File: src/rtl/input_sequencer.sv
// Button/gamepad conditioner: sync, debounce, shift decode, press detect, and a
// pending queue that emits one-hot strobes. Optional auto-repeat: INPUT_SEQUENCER_AUTOREPEAT_EN.
module input_sequencer #(
    parameter int DEBOUNCE_CYCLES = 250000,
    parameter int HOLD_CYCLES     = 2500,
    parameter int GAP_CYCLES      = 2500,
    parameter int REPEAT_DELAY    = 12500000,
    parameter int REPEAT_PERIOD   = 2500000
) (
    input  logic       clk,
    input  logic       rst,
    input  logic [5:0] btn_in,
    input  logic [2:0] pad_in,
    output logic [7:0] ui_out,
    output logic       busy,
    output logic [7:0] pending,
    output logic [7:0] drop_count
);
    localparam int MAX_DH  = (DEBOUNCE_CYCLES > HOLD_CYCLES) ? DEBOUNCE_CYCLES : HOLD_CYCLES;
    localparam int MAX_GR  = (GAP_CYCLES > REPEAT_DELAY) ? GAP_CYCLES : REPEAT_DELAY;
    localparam int MAX_DHG = (MAX_DH > MAX_GR) ? MAX_DH : MAX_GR;
    localparam int MAX_P   = (MAX_DHG > REPEAT_PERIOD) ? MAX_DHG : REPEAT_PERIOD;
    localparam int CW      = $clog2(MAX_P + 1);

    localparam logic [CW-1:0] DB_LAST   = CW'(DEBOUNCE_CYCLES - 1);
    localparam logic [CW-1:0] HOLD_LAST = CW'(HOLD_CYCLES - 1);
    localparam logic [CW-1:0] GAP_LAST  = CW'(GAP_CYCLES - 1);

    typedef enum logic [1:0] {ST_IDLE, ST_HOLD, ST_GAP} state_t;

    logic [8:0]    sync1, sync2, deb;
    logic [CW-1:0] db_cnt [9];
    logic [7:0]    cmd, prev_cmd, ev, drop, accept, clr, hold_mask;
    logic [3:0]    n_drop;
    logic [8:0]    drop_sum;
    logic [2:0]    pick, sel, sel_next;
    logic [CW-1:0] timer, timer_next;
    state_t        state, state_next;
    logic          s;

    // Bits [5:0] are buttons, [8:6] gamepad lines.
    always_ff @(posedge clk) begin
        if (rst) begin
            sync1 <= '0;
            sync2 <= '0;
        end else begin
            sync1 <= {pad_in, btn_in};
            sync2 <= sync1;
        end
    end

    always_ff @(posedge clk) begin
        if (rst) begin
            deb <= '0;
            for (int i = 0; i < 9; i++) db_cnt[i] <= '0;
        end else begin
            for (int i = 0; i < 9; i++) begin
                if (sync2[i] == deb[i]) begin
                    db_cnt[i] <= '0;
                end else if (db_cnt[i] == DB_LAST) begin
                    deb[i]    <= sync2[i];
                    db_cnt[i] <= '0;
                end else begin
                    db_cnt[i] <= db_cnt[i] + 1'b1;
                end
            end
        end
    end

    assign s   = deb[1];
    assign cmd = {deb[5] & s,
                  (deb[4] & s) | deb[8],
                  (deb[0] & s) | deb[7],
                  (deb[0] & ~s) | deb[6],
                  deb[5] & ~s, deb[4] & ~s, deb[3] & ~s, deb[2] & ~s};

`ifdef INPUT_SEQUENCER_AUTOREPEAT_EN
    localparam logic [CW-1:0] REP_D = CW'(REPEAT_DELAY);
    localparam logic [CW-1:0] REP_P = CW'(REPEAT_PERIOD);

    logic [CW-1:0] rep_cnt [4];
    logic [3:0]    rep_armed, syn;
    logic          shift_prev;

    // rep_cnt equals the number of cycles since the press (or last repeat).
    always_comb begin
        syn = '0;
        for (int i = 0; i < 4; i++)
            syn[i] = cmd[i] && (rep_armed[i] ? (rep_cnt[i] == REP_P) : (rep_cnt[i] == REP_D));
    end

    always_ff @(posedge clk) begin
        if (rst) begin
            shift_prev <= 1'b0;
            rep_armed  <= '0;
            for (int i = 0; i < 4; i++) rep_cnt[i] <= '0;
        end else begin
            shift_prev <= s;
            for (int i = 0; i < 4; i++) begin
                if (!cmd[i] || (s != shift_prev)) begin
                    rep_cnt[i]   <= '0;
                    rep_armed[i] <= 1'b0;
                end else if (syn[i]) begin
                    rep_cnt[i]   <= {{(CW-1){1'b0}}, 1'b1};
                    rep_armed[i] <= 1'b1;
                end else begin
                    rep_cnt[i] <= rep_cnt[i] + 1'b1;
                end
            end
        end
    end

    assign ev = (cmd & ~prev_cmd) | {4'b0000, syn};
`else
    assign ev = cmd & ~prev_cmd;
`endif

    // An event is dropped if its command is already queued or currently strobing.
    assign hold_mask = (state == ST_HOLD) ? (8'd1 << sel) : 8'd0;
    assign drop      = ev & (pending | hold_mask);
    assign accept    = ev & ~drop;
    assign ui_out    = hold_mask;
    assign busy      = (state != ST_IDLE);

    always_comb begin
        pick = 3'd0;
        for (int i = 7; i >= 0; i--)
            if (pending[i]) pick = 3'(i);
        n_drop = '0;
        for (int i = 0; i < 8; i++)
            n_drop = n_drop + {3'b000, drop[i]};
        drop_sum = {1'b0, drop_count} + {5'b00000, n_drop};
    end

    always_comb begin
        state_next = state;
        timer_next = timer;
        sel_next   = sel;
        clr        = 8'd0;
        case (state)
            ST_IDLE: begin
                if (pending != 8'd0) begin
                    sel_next   = pick;
                    clr        = 8'd1 << pick;
                    timer_next = '0;
                    state_next = ST_HOLD;
                end
            end
            ST_HOLD: begin
                if (timer == HOLD_LAST) begin
                    timer_next = '0;
                    state_next = ST_GAP;
                end else begin
                    timer_next = timer + 1'b1;
                end
            end
            ST_GAP: begin
                if (timer == GAP_LAST) begin
                    timer_next = '0;
                    state_next = ST_IDLE;
                end else begin
                    timer_next = timer + 1'b1;
                end
            end
            default: begin
                timer_next = '0;
                state_next = ST_IDLE;
            end
        endcase
    end

    always_ff @(posedge clk) begin
        if (rst) begin
            state      <= ST_IDLE;
            timer      <= '0;
            sel        <= '0;
            prev_cmd   <= '0;
            pending    <= '0;
            drop_count <= '0;
        end else begin
            state      <= state_next;
            timer      <= timer_next;
            sel        <= sel_next;
            prev_cmd   <= cmd;
            pending    <= (pending & ~clr) | accept;
            drop_count <= drop_sum[8] ? 8'hFF : drop_sum[7:0];
        end
    end
endmodule

File: config.mk
export PLATFORM = sky130hd
export DESIGN_NAME = input_sequencer
export DESIGN_NICKNAME = d
export VERILOG_FILES = /design/src/rtl/input_sequencer.sv
export SDC_FILE = /design/constraint.sdc
export NUM_CORES = 1
export LEC_CHECK = 0
export BUFFER_PORTS_ARGS = -buffer_cell sky130_fd_sc_hd__buf_4
export CAP_MARGIN = 20
export CORE_AREA = 2 2 299 153
export CTS_BUF_LIST = sky130_fd_sc_hd__clkbuf_8
export CTS_CLUSTER_DIAMETER = 80
export CTS_CLUSTER_SIZE = 14
export DETAILED_ROUTE_END_ITERATION = 6
export DIE_AREA = 0 0 301 155
export GPL_ROUTABILITY_DRIVEN = 0
export GPL_TIMING_DRIVEN = 0
export PLACE_DENSITY = 0.48
export SLEW_MARGIN = 20
export SYNTH_ARGS = -nofsm -noshare
export SYNTH_HDL_FRONTEND = slang
export SYNTH_SLANG_ARGS = --single-unit
File: constraint.sdc
create_clock -name clk -period 4.2 [get_ports clk]
set_clock_uncertainty 0.15 [all_clocks]
set_input_delay 0.42 -clock clk [delete_from_list [all_inputs] [get_ports clk]]
set_output_delay 0.42 -clock clk [all_outputs]
set_load 0.03 [all_outputs]
==> summary.md, run 1 <==
| Metric | Value |
|---|---|
| Fin. Hold Viols | `0` |
| Layout cells sized above 1 | `6.81%` |
| DRC | `0` |
| Horiz. Die Dim | `301 um` |
| Final Setup Violations | `0` |
| # port buffers | `35` |
| CTS tree | `done` |
| DR WL/cell | `13.6 um` |
| Total GRT Usage | `14.4%` |
| Nets | `1837` |
| RSZ-0062 raised after global routing | `yes` |
| Ant diodes | `0` |
| Crit end category | `register` |
| Starting Density | `34.4%` |
| Mux share of post-synthesis cell area | `0.656%` |
| Max Root-Sink Buffers | `3` |
| Initial antenna violation count | `1` |
| Final core occ | `40.0%` |
| VDD IR-drop max | `0.000195 V` |
| Synth Area in Adders | `2.21%` |
| First-pass GRT wire length | `55000 um` |
| Worst R2R Start | `state[1]` |
| Root Driver | `clkbuf_8` |
| Slew HR | `27.6%` |
| Arrival @ worst endpoint | `4490 ps` |
| CP Class | `reg -> reg` |
| Yosys cell types | `61` |
| Vias after detailed routing | `11000` |
| Hpwl dp | `24200 um` |
| Worst EP required | `4500 ps` |
| Synth Area in XOR/XNOR | `13.0%` |
| Routed Antenna Nets | `0` |
| Top cells by area, synth | `edfxtp_1 42%, dfxtp_1 10%, nor2_1 8.1%` |
| Mean cell area of the mapped netlist | `10.1 um2` |
| Post-synth top area share | `42.5%` |
| Num CTS Buffers | `25` |
| Num ports | `36` |
| Slew at the pin with the worst max-slew slack | `1080 ps` |
| Clock latency on the worst-skew pair | `600 ps` |
| Mapped Area | `15300 um2` |
| Core area | `44400 um2` |
| First-pass detailed-route iteration total | `5` |
| Reg clk slew, reported paths | `90 ps` |
| Depth of the CTS H-tree | `1` |
| Startpoint types | `register` |
| Post-synthesis compound-gate area fraction | `2.83%` |
| Minimum clock period | `4200 ps` |
| Congestion Overflow GR | `0` |
| Pleak | `6.25 nW` |
| Die Ht | `155 um` |
| Largest net degree at the start of global routing | `16` |
| # Max-Cap Violations | `0` |
| PwrDens | `289 nW/um2` |
| Total number of yosys warnings | `0` |
| FMAX | `0.238 GHz` |
| Sequential element share of the synthesized area | `53.0%` |
| Cell with the most instances after synthesis | `nor2_1` |
| Crit-path max FO | `5` |
| Synthesized-area fraction occupied by and/or/nand/nor cells | `25.8%` |
| Main combinational cell family by area after synthesis | `simple AND/OR/NAND/NOR gates` |
| Post-synth ARST share | `0%` |
| Mapped Cells | `1507` |
| Hold WC Path Type | `reg -> reg` |
| Leading area contributor after synthesis | `edfxtp_1` |
| Vias in the first global route | `10300` |
| Wirelength, routed | `32900 um` |
| Hold path start | `sync1[0]` |
| CTS Sinks | `296` |
| Iteration-0 DRC Markers | `698` |
| Cell Rows | `55` |
| Vias per cell | `4.56` |
| CP Launch Point | `state[1]` |
| DP Area | `17100 um2` |
| Most frequent cells after synthesis | `331 x nor2_1, 216 x edfxtp_1, 129 x xor2_1` |
| Top_reg_cell synth | `edfxtp_1` |
| Status | `finished, final reports clean` |
| Post-route cell area | `17800 um2` |
| Crit share post-route | `99.9%` |
| Area Growth Syn to Fin | `16.3%` |
| Die area | `46700 um2` |
| Number of synthesized flops with an enable pin | `216` |
| #FFs+latches synth | `296` |
| Max Slew Vio Count | `0` |
[cell usage in the layout (no fill, tap or decap), drive strengths merged, types with 10 or more instances in the layout]
cell,n
conb,216
xor2,129
nand3,88
or4,10
and2,11
xnor2,97
ha,19
and4,22
edfxtp,216
a21oi,28
nand2,79
or3,13
dfxtp,80
o21ai,14
mux2i,10
nor3,49
nor2b,20
nand4,65
nor2,331
and3,35
buf,64
clkbuf,56
nor4,32
inv,58
nor4b,11
[worst max-delay path, stage by stage, from the launching register on]
cell      delay, ps
dfxtp_2         350
inv_2            60
ha_4            170
nand2b_4        100
nor3_4           50
nor2_1          120
nor2_2           70
fa_1            550
inv_2            40
fa_1            470
inv_1            50
fa_1            460
inv_2            70
fa_2            200
inv_2            40
fa_2            380
a21o_1          190
a21o_1          200
buf_4           150
nand3_4         100
a21oi_1          70
[path summary, 6_finish.rpt]
path,endpoint,slack (ps),depth (start not counted)
worst min-delay path,sync2[0],290,1
worst min register to register,sync2[0],290,1
worst max-delay path,drop_count[2],4,20
worst max register to register,drop_count[2],4,20
[logic make-up (layout without fill, tap and decap cells)]
group | after synthesis | count (layout)
and+or+nand+nor | 793 | 793
AOI/OAI and AO/OA | 66 | 66
muxes | 10 | 10
xor gates and xnor gates | 226 | 226
other | 1 | 216
buffers and inverters | 91 | 189
DFF | 296 | 296
adders and majority gates | 24 | 24
[layer usage]
metal  GRT usage (%)  up-vias  wire length (um)
met5               0        -                 0
met4            2.27        0               428
met3            2.39       34              1330
met2            19.5      166             12500
met1            23.6     5154             18700
li1                -     5684                 -
[sequential cells by signal, summed over array words and instances, names as in the netlist]
signal      cells
db_cnt        216
timer          24
deb             9
sync1           9
sync2           9
drop_count      8
pending         8
prev_cmd        8
sel             3
state           2
[where the power goes]
group | internal (W) | leakage [nW] | switching, W
clock | 0.000566 | 0.283 | 0.00102
sequential | 0.00323 | 2.88 | 0.000104
combinational | 0.0000920 | 3.09 | 0.000128
[through the flow]
step                TNS, ps  hold slack [ps]  power (W)  instances  worst slack, ps
global placement      -2890              271    0.00360       2355             -407
CTS                       0              297    0.00523       2415             38.9
detailed placement    -3180              274    0.00361       2355             -434
floorplan                 0              264    0.00353       1722             44.7
finish                    0              292    0.00514       2418             4.45
global route          -1370              311    0.00540       2418             -189
[layout make-up]
| type | count | area [um2] |
|---|---|---|
| clock buffers | 25 | 344 |
| multi-input cells | 1335 | 7670 |
| well taps | 598 | 748 |
| inverters | 40 | 150 |
| repair buffers | 53 | 420 |
| plain buffers | 51 | 248 |
| flip-flops and latches | 296 | 8090 |
| fillers | 4444 | 26600 |
| clock inverters | 20 | 91.3 |
[repair_timing]
item	CTS	global route
setup endpoints to repair	8	8
hold buffers	9	0
setup buffers	7	3
endpoints found under the hold margin	9	0
pin swaps	12	3
resized for setup	13	4
(Power assumes the default switching activity.)
==> run 2: changes to the inputs <==
- PLACE_DENSITY: 0.48 -> 0.46
- clock period: 4.2 -> 4.69 ns (I/O delays scaled with it)
==> run 2 against run 1 <==
Against the previous run:
- non-clock buffer count shrank 7
- maximum frequency shrank 5.4%
- via count shrank 0.66%
- critical path depth is the same
- cell count shrank 0.29%
- power shrank 10%
- clock-buffer cell count is the same
- first-iteration DRC count grew 18%
- register-to-register slack gained 250 ps
- utilization shrank 0.23 points
- setup slack gained 250 ps
==> summary.md, run 2 (synthesis results as in run 1) <==
| Metric | Value |
|---|---|
| Status | `finished, final reports clean` |
| Biggest register | `db_cnt` |
| Slew HR | `32.3%` |
| Startpoint types | `register` |
| First-pass GRT wire length | `55500 um` |
| CP Class | `reg -> reg` |
| VDD IR-drop max | `0.000160 V` |
| Crit end category | `register` |
| Cell Rows | `55` |
| Vias in the first global route | `10100` |
| Hold WC Path Type | `reg -> reg` |
| Routed Antenna Nets | `0` |
| Slew at the pin with the worst max-slew slack | `1010 ps` |
| # port buffers | `35` |
| Layout cells sized above 1 | `5.96%` |
| CTS tree | `done` |
| # Max-Cap Violations | `0` |
| First-pass detailed-route iteration total | `6` |
| Final core occ | `39.8%` |
| Vias per cell | `4.55` |
| Arrival @ worst endpoint | `4740 ps` |
| Largest net degree at the start of global routing | `16` |
| Minimum clock period | `4440 ps` |
| Core area | `44400 um2` |
| Root Driver | `clkbuf_8` |
| Reg clk slew, reported paths | `120 ps` |
| Wirelength, routed | `33700 um` |
| Total GRT Usage | `14.6%` |
| Hpwl dp | `24800 um` |
| Vias after detailed routing | `11000` |
| DR WL/cell | `14.0 um` |
| Congestion Overflow GR | `0` |
| Ant diodes | `0` |
| Nets | `1830` |
| Max Slew Vio Count | `0` |
| Fin. Hold Viols | `0` |
| FMAX | `0.225 GHz` |
| Depth of the CTS H-tree | `1` |
| Area Growth Syn to Fin | `15.7%` |
| Most frequent cells in the layout | `331 x nor2_1, 216 x edfxtp_1, 216 x conb_1` |
| Crit share post-route | `94.6%` |
| Num CTS Buffers | `25` |
| Max Root-Sink Buffers | `3` |
| DRC | `0` |
| Horiz. Die Dim | `301 um` |
| Commonest non-fill, non-tap cell in the layout | `nor2_1` |
| Setup TNS | `0 ps` |
| Die Ht | `155 um` |
| PwrDens | `262 nW/um2` |
| Iteration-0 DRC Markers | `824` |
| Leading registers by flop count | `db_cnt x216, timer x24` |
| Final Setup Violations | `0` |
| CTS Sinks | `296` |
| Initial antenna violation count | `2` |
| Crit-path max FO | `5` |
| Clock latency on the worst-skew pair | `610 ps` |
| Fill cells | `4452` |
| Die area | `46700 um2` |
| Starting Density | `34.4%` |
| Max reg flops | `216` |
| Worst EP required | `5000 ps` |
| Pleak | `6.22 nW` |
| Num ports | `36` |
run 2: changes by cell type in the layout (fill, tap and decap cells not counted), sizes merged:
cell and change:
inv +1, buf -7, clkinvlp -1
run 2: metal layers:
layer	part of all wire [%]	vias to the layer above	track usage (%)
li1	-	5666	-
met1	58	5096	25.0
met2	36	169	18.9
met3	4.2	34	2.18
met4	1.5	0	2.35
met5	0	-	0
run 2: critical path: stages (launching register included):
cell	delay [ps]
dfxtp_2	350
inv_1	60
ha_2	220
nand2b_4	110
nor3_2	60
nor2_1	90
nor2_1	70
fa_1	520
inv_1	80
fa_1	530
inv_1	50
fa_1	530
inv_1	60
fa_1	430
inv_1	80
fa_2	210
a21o_1	140
a21o_1	200
nand3_1	110
nor3b_2	170
nor3_1	60
run 2: layout make-up:
class	instances	area, um2	share of cell area [%]
plain buffers	51	245	1.39
clock buffers	25	344	1.95
clock inverters	20	87.6	0.496
inverters	40	150	0.850
multi-input cells	1335	7630	43.2
flip-flops and latches	296	8090	45.8
well taps	598	748	4.24
repair buffers	46	368	2.08
run 2: where the power goes:
| part | switching, W | leakage, nW | internal (W) | total [W] |
|---|---|---|---|---|
| Clock | 0.000932 | 0.288 | 0.000506 | 0.00144 |
| Combinational | 0.000115 | 3.05 | 0.0000825 | 0.000198 |
| Sequential | 0.0000940 | 2.88 | 0.00289 | 0.00298 |
| Total | 0.00114 | 6.22 | 0.00348 | 0.00462 |
run 2: repair_timing:
| action | 4_1_cts | 5_1_grt |
|---|---|---|
| endpoints found under the hold margin | 9 | 0 |
| hold buffers | 9 | 0 |
| setup buffers | 0 | 2 |
| resized for setup | 0 | 10 |
| endpoints found under the setup margin | 0 | 8 |
run 2: path summary, 6_finish.rpt:
path	slack [ps]	cells past startpoint	start	to
worst min register to register	270	1	sync1[8]	sync2[8]
worst min-delay path	270	1	sync1[8]	sync2[8]
worst max register to register	250	20	state[1]	drop_count[6]
worst max-delay path	250	20	state[1]	drop_count[6]
run 2: through the flow:
| stage | setup WS, ps | hold slack [ps] | cells | instance area (um2) | power (W) |
|---|---|---|---|---|---|
| 5_1_grt | -28.7 | 289 | 2411 | 17700 | 0.00484 |
| 3_3_place_gp | 102 | 275 | 2355 | 17100 | 0.00323 |
| 4_1_cts | 10.3 | 281 | 2409 | 17600 | 0.00470 |
| 2_1_floorplan | 78.1 | 264 | 1722 | 16100 | 0.00316 |
| 6_report | 254 | 274 | 2411 | 17700 | 0.00462 |
| 3_5_place_dp | 33.5 | 273 | 2355 | 17100 | 0.00323 |
